<file path="config.mk">
export PLATFORM = sky130hd
export DESIGN_NAME = nwcc_gate_ctrl
export DESIGN_NICKNAME = d
export VERILOG_FILES = /design/src/rtl/nwcc_gate_ctrl.sv
export SDC_FILE = /design/constraint.sdc
export NUM_CORES = 1
export LEC_CHECK = 0
export CAP_MARGIN = 20
export CELL_PAD_IN_SITES_DETAIL_PLACEMENT = 1
export CELL_PAD_IN_SITES_GLOBAL_PLACEMENT = 1
export CORE_MARGIN = 2
export CORE_UTILIZATION = 47
export CTS_CLUSTER_SIZE = 20
export DETAILED_ROUTE_END_ITERATION = 8
export PLACE_DENSITY_LB_ADDON = 0.1
export SLEW_MARGIN = 20
export SYNTH_ARGS = -nofsm -noshare
export SYNTH_HDL_FRONTEND = slang
export SYNTH_SLANG_ARGS = --single-unit
</file>
<file path="constraint.sdc">
create_clock -name i_clk_1mhz -period 7.8 [get_ports i_clk_1mhz]
set_input_delay 0.78 -clock i_clk_1mhz [delete_from_list [all_inputs] [get_ports i_clk_1mhz]]
set_output_delay 0.78 -clock i_clk_1mhz [all_outputs]
set_load 0.03 [all_outputs]
</file>
<file path="src/rtl/nwcc_gate_ctrl.sv">
// nwcc_gate_ctrl: slices free-running coincidence accumulators into back-to-back gates
// and hands one result set per gate to readout over valid/ready. Option macro: NWCC_REALS_SAT_EN.
`default_nettype none

module nwcc_gate_ctrl #(
    parameter int DATA_BITS = 24,
    parameter int GATE_BITS = 20,
    parameter int CYC_BITS  = 8
) (
    input  logic                 i_clk_1mhz,
    input  logic                 i_reset_n,
    input  logic [DATA_BITS-1:0] i_total_count,
    input  logic [DATA_BITS-1:0] i_r_plus_a_count,
    input  logic [DATA_BITS-1:0] i_a_count,
    input  logic [GATE_BITS-1:0] i_gate_len,
    input  logic [CYC_BITS-1:0]  i_num_cycles,
    input  logic                 i_start,
    input  logic                 i_stop,
    input  logic                 i_ready,
    output logic                 o_valid,
    output logic [DATA_BITS-1:0] o_res_total,
    output logic [DATA_BITS-1:0] o_res_r_plus_a,
    output logic [DATA_BITS-1:0] o_res_a,
    output logic [DATA_BITS-1:0] o_res_reals,
    output logic [CYC_BITS-1:0]  o_res_idx,
    output logic                 o_busy,
    output logic                 o_overrun
);

    typedef enum logic [0:0] {
        ST_IDLE = 1'b0,
        ST_GATE = 1'b1
    } state_t;

    state_t               state_q, state_d;
    logic [GATE_BITS-1:0] len_q, len_d;
    logic [GATE_BITS-1:0] cnt_q, cnt_d;
    logic [CYC_BITS-1:0]  ncyc_q, ncyc_d;
    logic [CYC_BITS-1:0]  idx_q, idx_d;
    logic [DATA_BITS-1:0] snap_total_q, snap_total_d;
    logic [DATA_BITS-1:0] snap_rpa_q, snap_rpa_d;
    logic [DATA_BITS-1:0] snap_a_q, snap_a_d;
    logic                 pend_q, pend_d;
    logic [DATA_BITS-1:0] pend_total_q, pend_total_d;
    logic [DATA_BITS-1:0] pend_rpa_q, pend_rpa_d;
    logic [DATA_BITS-1:0] pend_a_q, pend_a_d;
    logic [CYC_BITS-1:0]  pend_idx_q, pend_idx_d;
    logic                 valid_q, valid_d;
    logic [DATA_BITS-1:0] res_total_q, res_total_d;
    logic [DATA_BITS-1:0] res_rpa_q, res_rpa_d;
    logic [DATA_BITS-1:0] res_a_q, res_a_d;
    logic [CYC_BITS-1:0]  res_idx_q, res_idx_d;
    logic                 overrun_q, overrun_d;
    logic [GATE_BITS-1:0] w_start_len;

    assign w_start_len = (i_gate_len == '0) ? GATE_BITS'(1) : i_gate_len;

    always_comb begin
        state_d      = state_q;
        len_d        = len_q;
        cnt_d        = cnt_q;
        ncyc_d       = ncyc_q;
        idx_d        = idx_q;
        snap_total_d = snap_total_q;
        snap_rpa_d   = snap_rpa_q;
        snap_a_d     = snap_a_q;
        pend_d       = 1'b0;
        pend_total_d = pend_total_q;
        pend_rpa_d   = pend_rpa_q;
        pend_a_d     = pend_a_q;
        pend_idx_d   = pend_idx_q;
        valid_d      = valid_q;
        res_total_d  = res_total_q;
        res_rpa_d    = res_rpa_q;
        res_a_d      = res_a_q;
        res_idx_d    = res_idx_q;
        overrun_d    = overrun_q;

        case (state_q)
            ST_IDLE: begin
                if (i_start && !i_stop) begin
                    snap_total_d = i_total_count;
                    snap_rpa_d   = i_r_plus_a_count;
                    snap_a_d     = i_a_count;
                    len_d        = w_start_len;
                    ncyc_d       = i_num_cycles;
                    cnt_d        = w_start_len - GATE_BITS'(1);
                    idx_d        = '0;
                    overrun_d    = 1'b0;
                    state_d      = ST_GATE;
                end
            end
            default: begin
                if (i_stop) begin
                    state_d = ST_IDLE;
                end else if (cnt_q == '0) begin
                    // The end snapshot doubles as the next gate's start, so gates tile without gaps.
                    pend_d       = 1'b1;
                    pend_total_d = i_total_count - snap_total_q;
                    pend_rpa_d   = i_r_plus_a_count - snap_rpa_q;
                    pend_a_d     = i_a_count - snap_a_q;
                    pend_idx_d   = idx_q;
                    snap_total_d = i_total_count;
                    snap_rpa_d   = i_r_plus_a_count;
                    snap_a_d     = i_a_count;
                    if ((ncyc_q != '0) && (idx_q == ncyc_q - CYC_BITS'(1))) begin
                        state_d = ST_IDLE;
                    end else begin
                        cnt_d = len_q - GATE_BITS'(1);
                        idx_d = idx_q + CYC_BITS'(1);
                    end
                end else begin
                    cnt_d = cnt_q - GATE_BITS'(1);
                end
            end
        endcase

        // A pending result lands even if the run was stopped meanwhile.
        if (pend_q) begin
            if (!valid_q || i_ready) begin
                valid_d     = 1'b1;
                res_total_d = pend_total_q;
                res_rpa_d   = pend_rpa_q;
                res_a_d     = pend_a_q;
                res_idx_d   = pend_idx_q;
            end else begin
                overrun_d = 1'b1;
            end
        end else if (valid_q && i_ready) begin
            valid_d = 1'b0;
        end
    end

    always_ff @(posedge i_clk_1mhz or negedge i_reset_n) begin
        if (!i_reset_n) begin
            state_q      <= ST_IDLE;
            len_q        <= '0;
            cnt_q        <= '0;
            ncyc_q       <= '0;
            idx_q        <= '0;
            snap_total_q <= '0;
            snap_rpa_q   <= '0;
            snap_a_q     <= '0;
            pend_q       <= 1'b0;
            pend_total_q <= '0;
            pend_rpa_q   <= '0;
            pend_a_q     <= '0;
            pend_idx_q   <= '0;
            valid_q      <= 1'b0;
            res_total_q  <= '0;
            res_rpa_q    <= '0;
            res_a_q      <= '0;
            res_idx_q    <= '0;
            overrun_q    <= 1'b0;
        end else begin
            state_q      <= state_d;
            len_q        <= len_d;
            cnt_q        <= cnt_d;
            ncyc_q       <= ncyc_d;
            idx_q        <= idx_d;
            snap_total_q <= snap_total_d;
            snap_rpa_q   <= snap_rpa_d;
            snap_a_q     <= snap_a_d;
            pend_q       <= pend_d;
            pend_total_q <= pend_total_d;
            pend_rpa_q   <= pend_rpa_d;
            pend_a_q     <= pend_a_d;
            pend_idx_q   <= pend_idx_d;
            valid_q      <= valid_d;
            res_total_q  <= res_total_d;
            res_rpa_q    <= res_rpa_d;
            res_a_q      <= res_a_d;
            res_idx_q    <= res_idx_d;
            overrun_q    <= overrun_d;
        end
    end

    always_comb begin
`ifdef NWCC_REALS_SAT_EN
        o_res_reals = (res_a_q > res_rpa_q) ? '0 : (res_rpa_q - res_a_q);
`else
        o_res_reals = res_rpa_q - res_a_q;
`endif
    end

    assign o_valid        = valid_q;
    assign o_res_total    = res_total_q;
    assign o_res_r_plus_a = res_rpa_q;
    assign o_res_a        = res_a_q;
    assign o_res_idx      = res_idx_q;
    assign o_busy         = (state_q != ST_IDLE);
    assign o_overrun      = overrun_q;

endmodule

`default_nettype wire
</file>
## After elaboration in Yosys (flattened, before gate mapping)

Index checks and enable logic that the tools add are counted.

- Bits in registers: 292
- Bits of input ports: 105
- Output and inout port bits: 107
- Logic and storage cells: 92

- Add/sub/neg operators: 9
- Equal/unequal tests: 6
- Multiplexer cells: 38
- Bitwise logic cells: 2
- Reductions and logical operators: 18

Operators with widths:

| operator | number |
|---|---|
| 24-bit two-way mux | 12 |
| 20-bit two-way mux | 6 |
| 24-bit subtractor | 4 |
| 20-bit by 1-bit subtractor with 20-bit output, second input constant | 3 |
| 20-bit logical NOT | 2 |
| 8-bit two-way mux | 5 |
| 1-bit two-way mux | 15 |
| 3-bit AND reduction | 3 |
| 8-bit by 1-bit adder with 8-bit output, second input constant | 1 |
| 8-bit equality test | 1 |
| 8-bit nonzero test | 1 |
| 8-bit by 1-bit subtractor with 8-bit output, second input constant | 1 |
| 2-bit AND reduction | 3 |
| 2-bit by 1-bit != test with 1-bit output, second input constant | 2 |
| 2-bit != test, second input constant | 2 |
| 4-bit AND reduction | 1 |
| 2-bit nonzero test | 2 |
| 1-bit logical AND | 3 |
| 3-bit != test, second input constant | 1 |
| 1-bit logical NOT | 2 |
| 1-bit NOT | 2 |
| 1-bit logical OR | 1 |

## Depth between registers and ports, before layout

Gate-level depths: netlist (run 1).

- Depth after elaboration: 7
- Gate-level depth with buffers: 12
- Depth with buffers taken out: 12

## Worst setup path before layout (run 1)

Ideal clock, no wire load.

- Kind: flip-flop to output port
- Start: register res_rpa_q[0], in the netlist o_res_r_plus_a[0]
- End: output o_res_reals[22]
- Arrival: 2.926 ns
- Data required time: 7.020 ns
- Path slack: 4.094 ns
- Cell stages (with the launch flop): 13
- Path buffers: 0
- Cells stage by stage: dfrtp_1 -> inv_1 -> ha_1 -> fa_1 -> nor2b_1 -> o21ai_1 -> a21boi_1 -> o31ai_1 -> a21o_1 -> a31oi_1 -> a41o_1 -> o41ai_1 -> xnor2_1

- Cells in the longest elaborated chain, start to end: 1

RTL lines:

| item | line | text |
|---|---|---|
| start: declaration | 50 | `logic [DATA_BITS-1:0] res_rpa_q, res_rpa_d;` |
| start signal: assignment | 171 | `res_rpa_q <= res_rpa_d;` |
| 24-bit subtractor | 182 | `o_res_reals = res_rpa_q - res_a_q;` |
| end: declaration | 24 | `output logic [DATA_BITS-1:0] o_res_reals,` |

No other way between the ends.

## Worst setup path in the final report (run 1)

- Start: register res_rpa_q[7], in the netlist o_res_r_plus_a[7]
- End: output o_res_reals[23]

The elaborated chain is that of the path after synthesis.

==> results of run 1 <==
-- cell type report --
type / count / area (sq um)
fill: 3870 / 14420
multi-input combinational: 1207 / 8218
sequential: 292 / 7307
timing repair buffer: 222 / 2212
clock buffer: 56 / 1077
tap: 455 / 569.3
inverter: 128 / 480.5
clock inverter: 1 / 5.005
antenna: 1 / 2.502
-- Yosys cell counts, types with 3 or more instances --
master / instances / area (sq um)
fa_1: 4 / 80.08
o31a_1: 3 / 26.28
or3_1: 10 / 62.56
nor3b_1: 6 / 45.04
a31o_2: 3 / 26.28
a21o_1: 22 / 165.2
nor2_1: 96 / 360.4
nand3b_1: 5 / 37.54
dfrtp_1: 292 / 7307
and2_1: 7 / 43.79
xnor2_1: 57 / 499.2
nand3_1: 25 / 125.1
o21ai_0: 162 / 810.8
a31oi_1: 12 / 75.07
a21boi_1: 4 / 30.03
or2_2: 4 / 25.02
nor3_1: 27 / 135.1
buf_1: 12 / 45.04
o21bai_1: 11 / 82.58
o21a_1: 10 / 75.07
mux2_2: 109 / 1227
o21ai_1: 22 / 110.1
inv_1: 127 / 476.7
ha_1: 96 / 1201
o211ai_1: 13 / 97.59
nand4_1: 6 / 37.54
and3_1: 11 / 68.82
a21oi_1: 90 / 450.4
xor2_1: 52 / 455.4
o41ai_1: 3 / 26.28
nand2_1: 211 / 792.0
nor4_1: 11 / 68.82
a311oi_1: 9 / 78.83
a211oi_1: 13 / 97.59
clkbuf_1: 33 / 123.9
mux2i_1: 4 / 40.04
nand2b_1: 20 / 125.1
nor2b_1: 13 / 81.33
buf_2: 14 / 70.07
o31ai_1: 13 / 97.59
-- flip-flops by register name (all words and copies together) (netlist names), 20 cells and up --
register and count:
pend_total_q 24, pend_rpa_q 24, o_res_total 24, snap_a_q 24
snap_rpa_q 24, pend_a_q 24, cnt_q 20, len_q 20
o_res_r_plus_a 24, o_res_a 24, snap_total_q 24
-- layer usage --
layer	part of all wire, %	track usage [%]	vias to the layer above	routed length (microns)
li1	-	-	6245	-
met3	4.4	4.132	62	2008
met5	0.029	0	-	13
met1	43	31.58	6583	19430
met2	50	45.42	252	22790
met4	2.1	6.231	2	966
-- critical path, cell delays in order, from the launching register on --
cell and delay (ps):
dfrtp_1 400, ha_1 380, a21o_1 220, a21oi_1 190, o21a_1 180, a2bb2oi_1 220
a31oi_1 150, a21o_1 220, a31o_2 270, a311oi_1 450, xnor2_1 240, clkdlybuf4s50_1 740
-- worst paths after layout --
check | start | slack, ps | cells past startpoint | endpoint
max reg2reg | cnt_q[0] | 4310 | 8 | pend_a_q[23]
max in group asynchronous | i_reset_n | 6100 | 2 | pend_total_q[7]
min in group i_clk_1mhz | pend_a_q[13] | 480 | 2 | pend_a_q[13]
min reg2reg | pend_a_q[13] | 480 | 2 | pend_a_q[13]
max | o_res_r_plus_a[7] | 2830 | 11 | o_res_reals[23]
min | i_reset_n | 340 | 1 | snap_a_q[7]
-- logic make-up (layout without fill, tap and decap cells) --
family                     Yosys count  after routing  synth area share, %
AOI/OAI and AO/OA                  416            416                15.47
xor gates and xnor gates           109            109                5.884
adders and majority gates          100            100                7.896
buffers and inverters              188            407                4.503
DFF                                292            292                45.03
muxes                              113            113                7.812
other                                0              1                    0
and+or+nand+nor                    469            469                13.40
-- stage by stage --
| stage | cells | total power [mW] | cell area (sq um) |
|---|---|---|---|
| floorplan | 1687 | 2.593 | 16230 |
| global placement | 2304 | 2.965 | 18790 |
| detailed placement | 2304 | 3.011 | 18790 |
| CTS | 2361 | 4.607 | 19870 |
| global route | 2361 | 4.801 | 19870 |
| finish | 2362 | 4.556 | 19870 |
-- power by group --
group / switching (mW) / internal [mW] / total [mW] / leakage [nW]
Clock: 0.622 / 0.937 / 1.56 / 0.530
Combinational: 0.712 / 0.527 / 1.24 / 4.73
Sequential: 0.0976 / 1.66 / 1.76 / 3.73
Total: 1.43 / 3.12 / 4.56 / 8.99
==> reports/metrics.cfg, run 1 <==
[run]
drv_cap = 0

[synth]
synth.distinct_cells = 74
synthArstFlopShare_pct = 100.0
synth-edff-count = 0
ys_ff_latch = 292
synthCells = 1687
yosys_warnings = 0
netlist_area_sq_um = 16230
ys_seq_area_share_pct = 45.03
synth_top_flop_cell = dfrtp_1
syn_area_per_cell_sq_um = 9.618
syn-num-nets = 1892

[die]
dieArea_sq_um = 36020
pin_count = 212
rows = 68
fp.dieW_microns = 189.8
dieHeight_microns = 189.8
start_util_pct = 47.32
core-area_sq_um = 34290

[min_path]
worst_hold_path_type = in -> async

[cts]
cts-buffers-inserted = 35
post-cts-setup-buffers = 0
cts_buffer_depth = 3
htree_levels = 2
cts.clk_slew.worst_paths_ps = 60
cts_sinks = 292
clock_latency_ps = 510
cts_tree = yes
postCtsHoldBufs = 0
cts_resized = 0
cts-root-buf = clkbuf_16

[drt]
wire_per_inst_microns = 19.14
via_per_inst = 5.565
drtIter0Drc = 602
first_pass_iters = 4
drc = 0
vias = 13140
final_antenna_net_count = 0
drt-total-wl_mm = 45.21

[sta]
period_needed_ps = 4972
timing.fmax_ghz = 0.2011
max_slew_margin_pct = 34.68
setup_viol_count_final = 0
setup_tns_ps = 0
maxSlewViolCount = 0
clock-skew-final_ps = 16.79
finalWorstSetupSlack_ps = 2828
worst-slew-pin-transition_ps = 979.7
rsz0062_at_grt = no
holdWs_ps = 343.4
min_period_over_period_pct = 63.74
hold_viol = 0

[final_layout]
final_cell_mix = dfrtp_1, nand2_1, clkdlybuf4s50_1, o21ai_0, inv_1
drive_gt1_share_pct = 10.23
final_common_cell = dfrtp_1
area.growth.synth_to_final_pct = 22.47
fin_nets = 2091
final_util_pct = 57.96

[global_routing]
grt_pass1_wl_mm = 72.66
grt_usage_pct = 25.22
grt_pass1_vias = 13870
grt-ovfl-total = 0
antenna_found_initial = 2
grt_max_degree = 130

[placed_design]
dp.final_hpwl_mm = 32.38
io_buffers = 211
gp_congestion = 0.8739
dp_slack_ps = 3347

[critical_path]
crit_required_ps = 7020
crit_arrival_ps = 4190
setup.worst_path.start_class = register
endpoint_kind = primary output
cp_max_fo = 5
crit_type = reg -> out

[power_and_ir_drop]
power_leakage_nw = 8.993
power_density_nw_per_um2 = 229.3
peakVddDrop_v = 0.0001342

[outcome]
status = complete, no violations

No activity file was read; power rests on OpenSTA's default activity.
==> inputs of run 2 (changes only) <==
--- a/config.mk
+++ b/config.mk
@@ -9,7 +9,7 @@
 export CELL_PAD_IN_SITES_DETAIL_PLACEMENT = 1
 export CELL_PAD_IN_SITES_GLOBAL_PLACEMENT = 1
 export CORE_MARGIN = 2
-export CORE_UTILIZATION = 47
+export CORE_UTILIZATION = 39
 export CTS_CLUSTER_SIZE = 20
 export DETAILED_ROUTE_END_ITERATION = 8
 export PLACE_DENSITY_LB_ADDON = 0.1
==> constraint.sdc (replaced) <==
create_clock -name i_clk_1mhz -period 4.2 [get_ports i_clk_1mhz]
set_input_delay 0.42 -clock i_clk_1mhz [delete_from_list [all_inputs] [get_ports i_clk_1mhz]]
set_output_delay 0.42 -clock i_clk_1mhz [all_outputs]
set_load 0.03 [all_outputs]
==> reports/metrics.cfg, run 2 (synthesized netlist as in run 1, its figures left out) <==
[die]
core-area_sq_um = 40920  ; was 34,290 sq um
pin_count = 212  ; unchanged
dieArea_sq_um = 43250  ; was 36,020 sq um
rows = 74  ; was 68
fp.dieW_microns = 208.0  ; was 189.8 microns
start_util_pct = 39.65  ; was 47.32%
dieHeight_microns = 208.0  ; was 189.8 microns

[power_and_ir_drop]
power_density_nw_per_um2 = 443.6  ; was 229.3 nW/um^2
power_leakage_nw = 9.192  ; was 8.993 nW
peakVddDrop_v = 0.0003346  ; was 0.0001342 V

[placed_design]
io_buffers = 211  ; unchanged
placed_cell_area_sq_um = 18990  ; was 18,790 sq um
dp.final_hpwl_mm = 34.00  ; was 32.38 mm
gp_congestion = 0.8812  ; was 0.8739
dp.cells = 2391  ; was 2,304

[global_routing]
antenna_found_initial = 3  ; was 2
grt-ovfl-total = 0  ; unchanged
grt_pass1_vias = 13800  ; was 13,870
grt_usage_pct = 21.69  ; was 25.22%
grt_max_degree = 93  ; was 130
grt_pass1_wl_mm = 75.47  ; was 72.66 mm

[final_layout]
stdcell_area_sq_um = 20340  ; was 19,870 sq um
drive_gt1_share_pct = 11.75  ; was 10.23%
fin_cells = 2457  ; was 2,362
fillers = 4622  ; was 3,870
final_common_cell = dfrtp_1  ; unchanged
area.growth.synth_to_final_pct = 25.36  ; was 22.47%
fin_nets = 2102  ; was 2,091
final_util_pct = 49.70  ; was 57.96%
final_cell_mix = dfrtp_1, nand2_1, clkdlybuf4s50_1, o21ai_0, inv_1  ; unchanged

[critical_path]
cp_max_fo = 5  ; unchanged
r2r-start = ncyc_q[2]  ; was cnt_q[0]
crit_required_ps = 3780  ; was 7020 ps
crit_type = reg -> out  ; unchanged
startpoint = o_res_a[7]  ; was o_res_r_plus_a[7]
setup.worst_path.start_class = register  ; unchanged
crit_arrival_ps = 3620  ; was 4190 ps
endpoint_kind = primary output  ; unchanged

[drt]
drtIter0Drc = 419  ; was 602
drc = 0  ; unchanged
via_per_inst = 5.272  ; was 5.565
final_antenna_net_count = 0  ; unchanged
vias = 12950  ; was 13,140
first_pass_iters = 4  ; unchanged
wire_per_inst_microns = 18.74  ; was 19.14 microns
drt-total-wl_mm = 46.05  ; was 45.21 mm

[cts]
cts-root-buf = clkbuf_16  ; unchanged
cts-buffers-inserted = 35  ; unchanged
cts.clk_slew.worst_paths_ps = 60  ; about the same
htree_levels = 2  ; unchanged
post-cts-setup-buffers = 0  ; unchanged
cts_sinks = 292  ; unchanged
cts_buffer_depth = 3  ; unchanged
cts_tree = yes  ; unchanged
clock_latency_ps = 540  ; was 510 ps

[sta]
hold_viol = 0  ; unchanged
rsz0062_at_grt = no  ; unchanged
setup_viol_count_final = 0  ; unchanged
period_needed_ps = 4043
worst-slew-pin-transition_ps = 1019  ; was 979.7 ps
maxSlewViolCount = 0  ; unchanged
setup_tns_ps = 0  ; unchanged
min_period_over_period_pct = 96.26
max_slew_margin_pct = 31.96  ; was 34.68%
holdWs_ps = 443.4  ; was 343.4 ps
timing.fmax_ghz = 0.2474
clock-skew-final_ps = 13.37  ; was 16.79 ps

[run]
drv_cap = 0  ; unchanged

[outcome]
status = complete, no violations  ; unchanged

[min_path]
worst_hold_path_type = in -> reg  ; was in -> async
min_from = i_num_cycles[2]

-- run 2: per-stage QoR --
step                total power [mW]  setup slack [ps]
detailed placement             5.633             396.7
finish                         9.023             157.2
CTS                            9.145             56.88
global placement               5.569             452.5
global route                   9.544             8.761
floorplan                      4.816             854.1
-- run 2: repair_timing --
item	in CTS	in global routing
setup endpoints to repair	5	6
cloned	0	0
pin swaps	0	2
hold buffers	1	0
hold endpoints to repair	87	0
resized for setup	6	8
-- run 2: worst paths after layout --
| kind | endpoint | slack (ps) | cells after the start |
|---|---|---|---|
| setup / recovery | o_res_reals[23] | 160 | 13 |
| hold / removal | ncyc_q[2] | 440 | 3 |
| setup reg to reg | cnt_q[6] | 930 | 9 |
| hold reg to reg | pend_idx_q[2] | 480 | 2 |
| max in group asynchronous | len_q[9] | 2730 | 3 |
| min in group asynchronous | pend_a_q[9] | 490 | 2 |
-- run 2: area by class of cell --
type | count | area [sq um] | share of cell area [%]
multi-input cells | 1207 | 8259 | 40.60
well taps | 532 | 665.6 | 3.272
diodes | 2 | 5.005 | 0.02460
clock inverters | 17 | 287.8 | 1.415
inverters | 128 | 480.5 | 2.362
flip-flops and latches | 292 | 7307 | 35.92
clock buffers | 46 | 1010 | 4.964
repair buffers | 233 | 2326 | 11.44
-- run 2: worst max-delay path: stages (launching register included) --
cell and delay (ps):
dfrtp_1 370, inv_1 60, ha_1 340, a21o_1 210, a21oi_2 150, o21a_1 170
a2bb2oi_1 220, a31oi_1 150, a21o_1 230, a31o_2 290, a311oi_4 400, buf_4 190
xnor2_2 140, buf_12 160
-- run 2: power by group --
part,switching (mW),internal [mW]
logic,1.32,0.999
clock network,1.25,2.18
registers,0.179,3.08
-- run 2: metal layers --
layer	part of all wire [%]	GRT usage [%]	vias up
li1	-	-	6273
met4	1.7	5.258	2
met5	0.033	0	-
met3	4.5	3.909	46
met1	46	28.90	6405
met2	48	36.61	228
==> inputs of run 3 (changes only) <==
==> config.mk (replaced) <==
export PLATFORM = sky130hd
export DESIGN_NAME = nwcc_gate_ctrl
export DESIGN_NICKNAME = d
export VERILOG_FILES = /design/src/rtl/nwcc_gate_ctrl.sv
export SDC_FILE = /design/constraint.sdc
export NUM_CORES = 1
export LEC_CHECK = 0
export CAP_MARGIN = 20
export CORE_UTILIZATION = 51
export CTS_CLUSTER_SIZE = 20
export DETAILED_ROUTE_END_ITERATION = 8
export PLACE_DENSITY = 0.78
export SLEW_MARGIN = 20
export SYNTH_ARGS = -nofsm -noshare
export SYNTH_HDL_FRONTEND = slang
export SYNTH_SLANG_ARGS = --single-unit
==> constraint.sdc (replaced) <==
create_clock -name i_clk_1mhz -period 3.3 [get_ports i_clk_1mhz]
set_input_delay 0.33 -clock i_clk_1mhz [delete_from_list [all_inputs] [get_ports i_clk_1mhz]]
set_output_delay 0.33 -clock i_clk_1mhz [all_outputs]
set_load 0.03 [all_outputs]
==> reports/metrics.cfg, run 3 (synthesized netlist as in run 1, its figures left out) <==
[drt]
first_pass_iters = 6  ; was 4
drtIter0Drc = 876  ; was 419
wire_per_inst_microns = 17.29  ; was 18.74 microns
drc = 0  ; unchanged
vias = 13220  ; was 12,950
final_antenna_net_count = 0  ; unchanged
drt-total-wl_mm = 40.81  ; was 46.05 mm
via_per_inst = 5.600  ; was 5.272

[placed_design]
dp_slack_ps = -6.971  ; was 396.7 ps
io_buffers = 211  ; unchanged
dp.final_hpwl_mm = 28.95  ; was 34.00 mm
gp_congestion = 0.8874  ; was 0.8812

[cts]
cts-root-buf = clkbuf_16  ; unchanged
cts_sinks = 292  ; unchanged
cts_tree = yes  ; unchanged
cts_buffer_depth = 3  ; unchanged
cts.clk_slew.worst_paths_ps = 60  ; about the same
htree_levels = 2  ; unchanged
cts-buffers-inserted = 34  ; was 35
clock_latency_ps = 500  ; was 540 ps

[critical_path]
endpoint_kind = primary output  ; unchanged
cp_common_cell = a21o_1  ; unchanged
crit_required_ps = 2970  ; was 3780 ps
cp_max_fo = 3  ; was 5
crit_arrival_ps = 3250  ; was 3620 ps
r2r-start = ncyc_q[0]  ; was ncyc_q[2]
cp_slowest_cell = dfrtp_1  ; was a311oi_4
path_cells = inv_1 -> ha_1 -> a21o_1 -> a21oi_2 -> o21a_1 -> a2bb2oi_2 -> a31oi_1 -> a21o_1 -> a31o_4 -> a311oi_2 -> xnor2_1 -> bufbuf_16  ; was inv_1 -> ha_1 -> a21o_1 -> a21oi_2 -> o21a_1 -> a2bb2oi_1 -> a31oi_1 -> a21o_1 -> a31o_2 -> a311oi_4 -> buf_4 -> xnor2_2 -> buf_12
startpoint = o_res_a[7]  ; unchanged
setup.worst_path.start_class = register  ; unchanged
crit_type = reg -> out  ; unchanged
critPathMaxStageDelay_ps = 360  ; was 400 ps

[die]
fp.dieW_microns = 180.4  ; was 208.0 microns
start_util_pct = 52.49  ; was 39.65%
pin_count = 212  ; unchanged
core-area_sq_um = 30910  ; was 40,920 sq um
dieHeight_microns = 180.4  ; was 208.0 microns
rows = 64  ; was 74
dieArea_sq_um = 32530  ; was 43,250 sq um

[global_routing]
grt_usage_pct = 25.27  ; was 21.69%
grt_pass1_vias = 13320  ; was 13,800
grt-ovfl-total = 0  ; unchanged
antenna_found_initial = 2  ; was 3
grt_pass1_wl_mm = 66.99  ; was 75.47 mm
grt_max_degree = 127  ; was 93

[sta]
worst-slew-pin-transition_ps = 720.3  ; was 1019 ps
hold_viol = 0  ; unchanged
maxSlewViolCount = 0  ; unchanged
finalWorstSetupSlack_ps = -280.3  ; was 157.2 ps
min_period_over_period_pct = 108.5
setup_viol_count_final = 8  ; was 0
clock-skew-final_ps = 9.536  ; was 13.37 ps
setup_tns_ps = -1212  ; was 0 ps
period_needed_ps = 3580
max_slew_margin_pct = 51.98  ; was 31.96%
holdWs_ps = 404.7  ; was 443.4 ps
timing.fmax_ghz = 0.2793
rsz0062_at_grt = yes  ; was no

[final_layout]
area.growth.synth_to_final_pct = 27.17  ; was 25.36%
final_common_cell = dfrtp_1  ; unchanged
antennaDiodeCount = 0  ; was 2
final_cell_mix = dfrtp_1, nand2_1, clkdlybuf4s50_1, o21ai_0, inv_1  ; unchanged
drive_gt1_share_pct = 14.96  ; was 11.75%
fin_nets = 2145  ; was 2,102

[min_path]
min_from = i_num_cycles[0]  ; was i_num_cycles[2]
worst_hold_path_type = in -> reg  ; unchanged

[outcome]
status = finished with violations  ; was complete, no violations
violations = setup timing

[power_and_ir_drop]
peakVddDrop_v = 0.0004338  ; was 0.0003346 V
power_density_nw_per_um2 = 547.7  ; was 443.6 nW/um^2
power_leakage_nw = 9.481  ; was 9.192 nW

[run]
drv_cap = 0  ; unchanged

==> run 3: cell count changes in the layout (fill, tap and decap cells not counted), moves of 3 or more <==
cell             delta
clkbuf_1            +3
clkdlybuf4s50_1    -13
buf_12              +8
ha_1                -5
ha_2                +4
buf_4              +42
a21oi_1             -3
clkbuf_8            +5
bufinv_16           -4
clkinv_2            -6
==> run 3: repair_timing <==
action	in CTS	in global routing
hold endpoints to repair	86	0
resized for setup	35	22
pin swaps	20	7
setup buffers	18	6
setup endpoints to repair	18	17
hold buffers	1	0
==> run 3: final timing paths <==
path                                         to  slack, ps  cells past startpoint
worst max-delay path            o_res_reals[23]       -280                     12
worst min-delay path                  ncyc_q[0]        400                      3
worst max register to register         cnt_q[2]        310                     12
worst min register to register    pend_idx_q[7]        470                      2
max in group asynchronous             ncyc_q[3]       1980                      3
min in group asynchronous           snap_a_q[8]        450                      2
==> run 3: per-stage QoR <==
step,power [mW],utilization (%),cell area (sq um),std cells
finish,11.30,66.76,20630,2361
global route,11.88,66.76,20630,2361
CTS,11.31,66.51,20560,2355
detailed placement,7.176,61.69,19070,2275
global placement,7.078,61.69,19070,2275
floorplan,6.129,-,16230,1687
==> run 3: final cells by class <==
type | instances | area (sq um)
fillers | 2294 | 10270
multi-input cells | 1207 | 8368
clock inverters | 7 | 138.9
inverters | 128 | 480.5
repair buffers | 277 | 2755
clock buffers | 54 | 1090
flip-flops and latches | 292 | 7307
well taps | 396 | 495.5
==> run 3: metal layers <==
layer / vias up / GRT usage, % / wire [microns]
met5: - / 0 / 24
li1: 6371 / - / -
met3: 93 / 6.326 / 2936
met2: 380 / 42.99 / 19680
met1: 6373 / 31.29 / 16820
met4: 4 / 8.581 / 1340
==> run 3: critical path, delay by kind of cell (launching register included) <==
family | cells | cell delay [ps]
AOI/OAI and AO/OA | 8 | 1590
xor gates and xnor gates | 1 | 160
DFF | 1 | 360
adders and majority gates | 1 | 300
buffers and inverters | 2 | 340
==> run 3: power by group <==
group,switching [mW],internal [mW]
clock,1.47,2.58
combinational,1.70,1.41
sequential,0.224,3.92
total,3.39,7.91
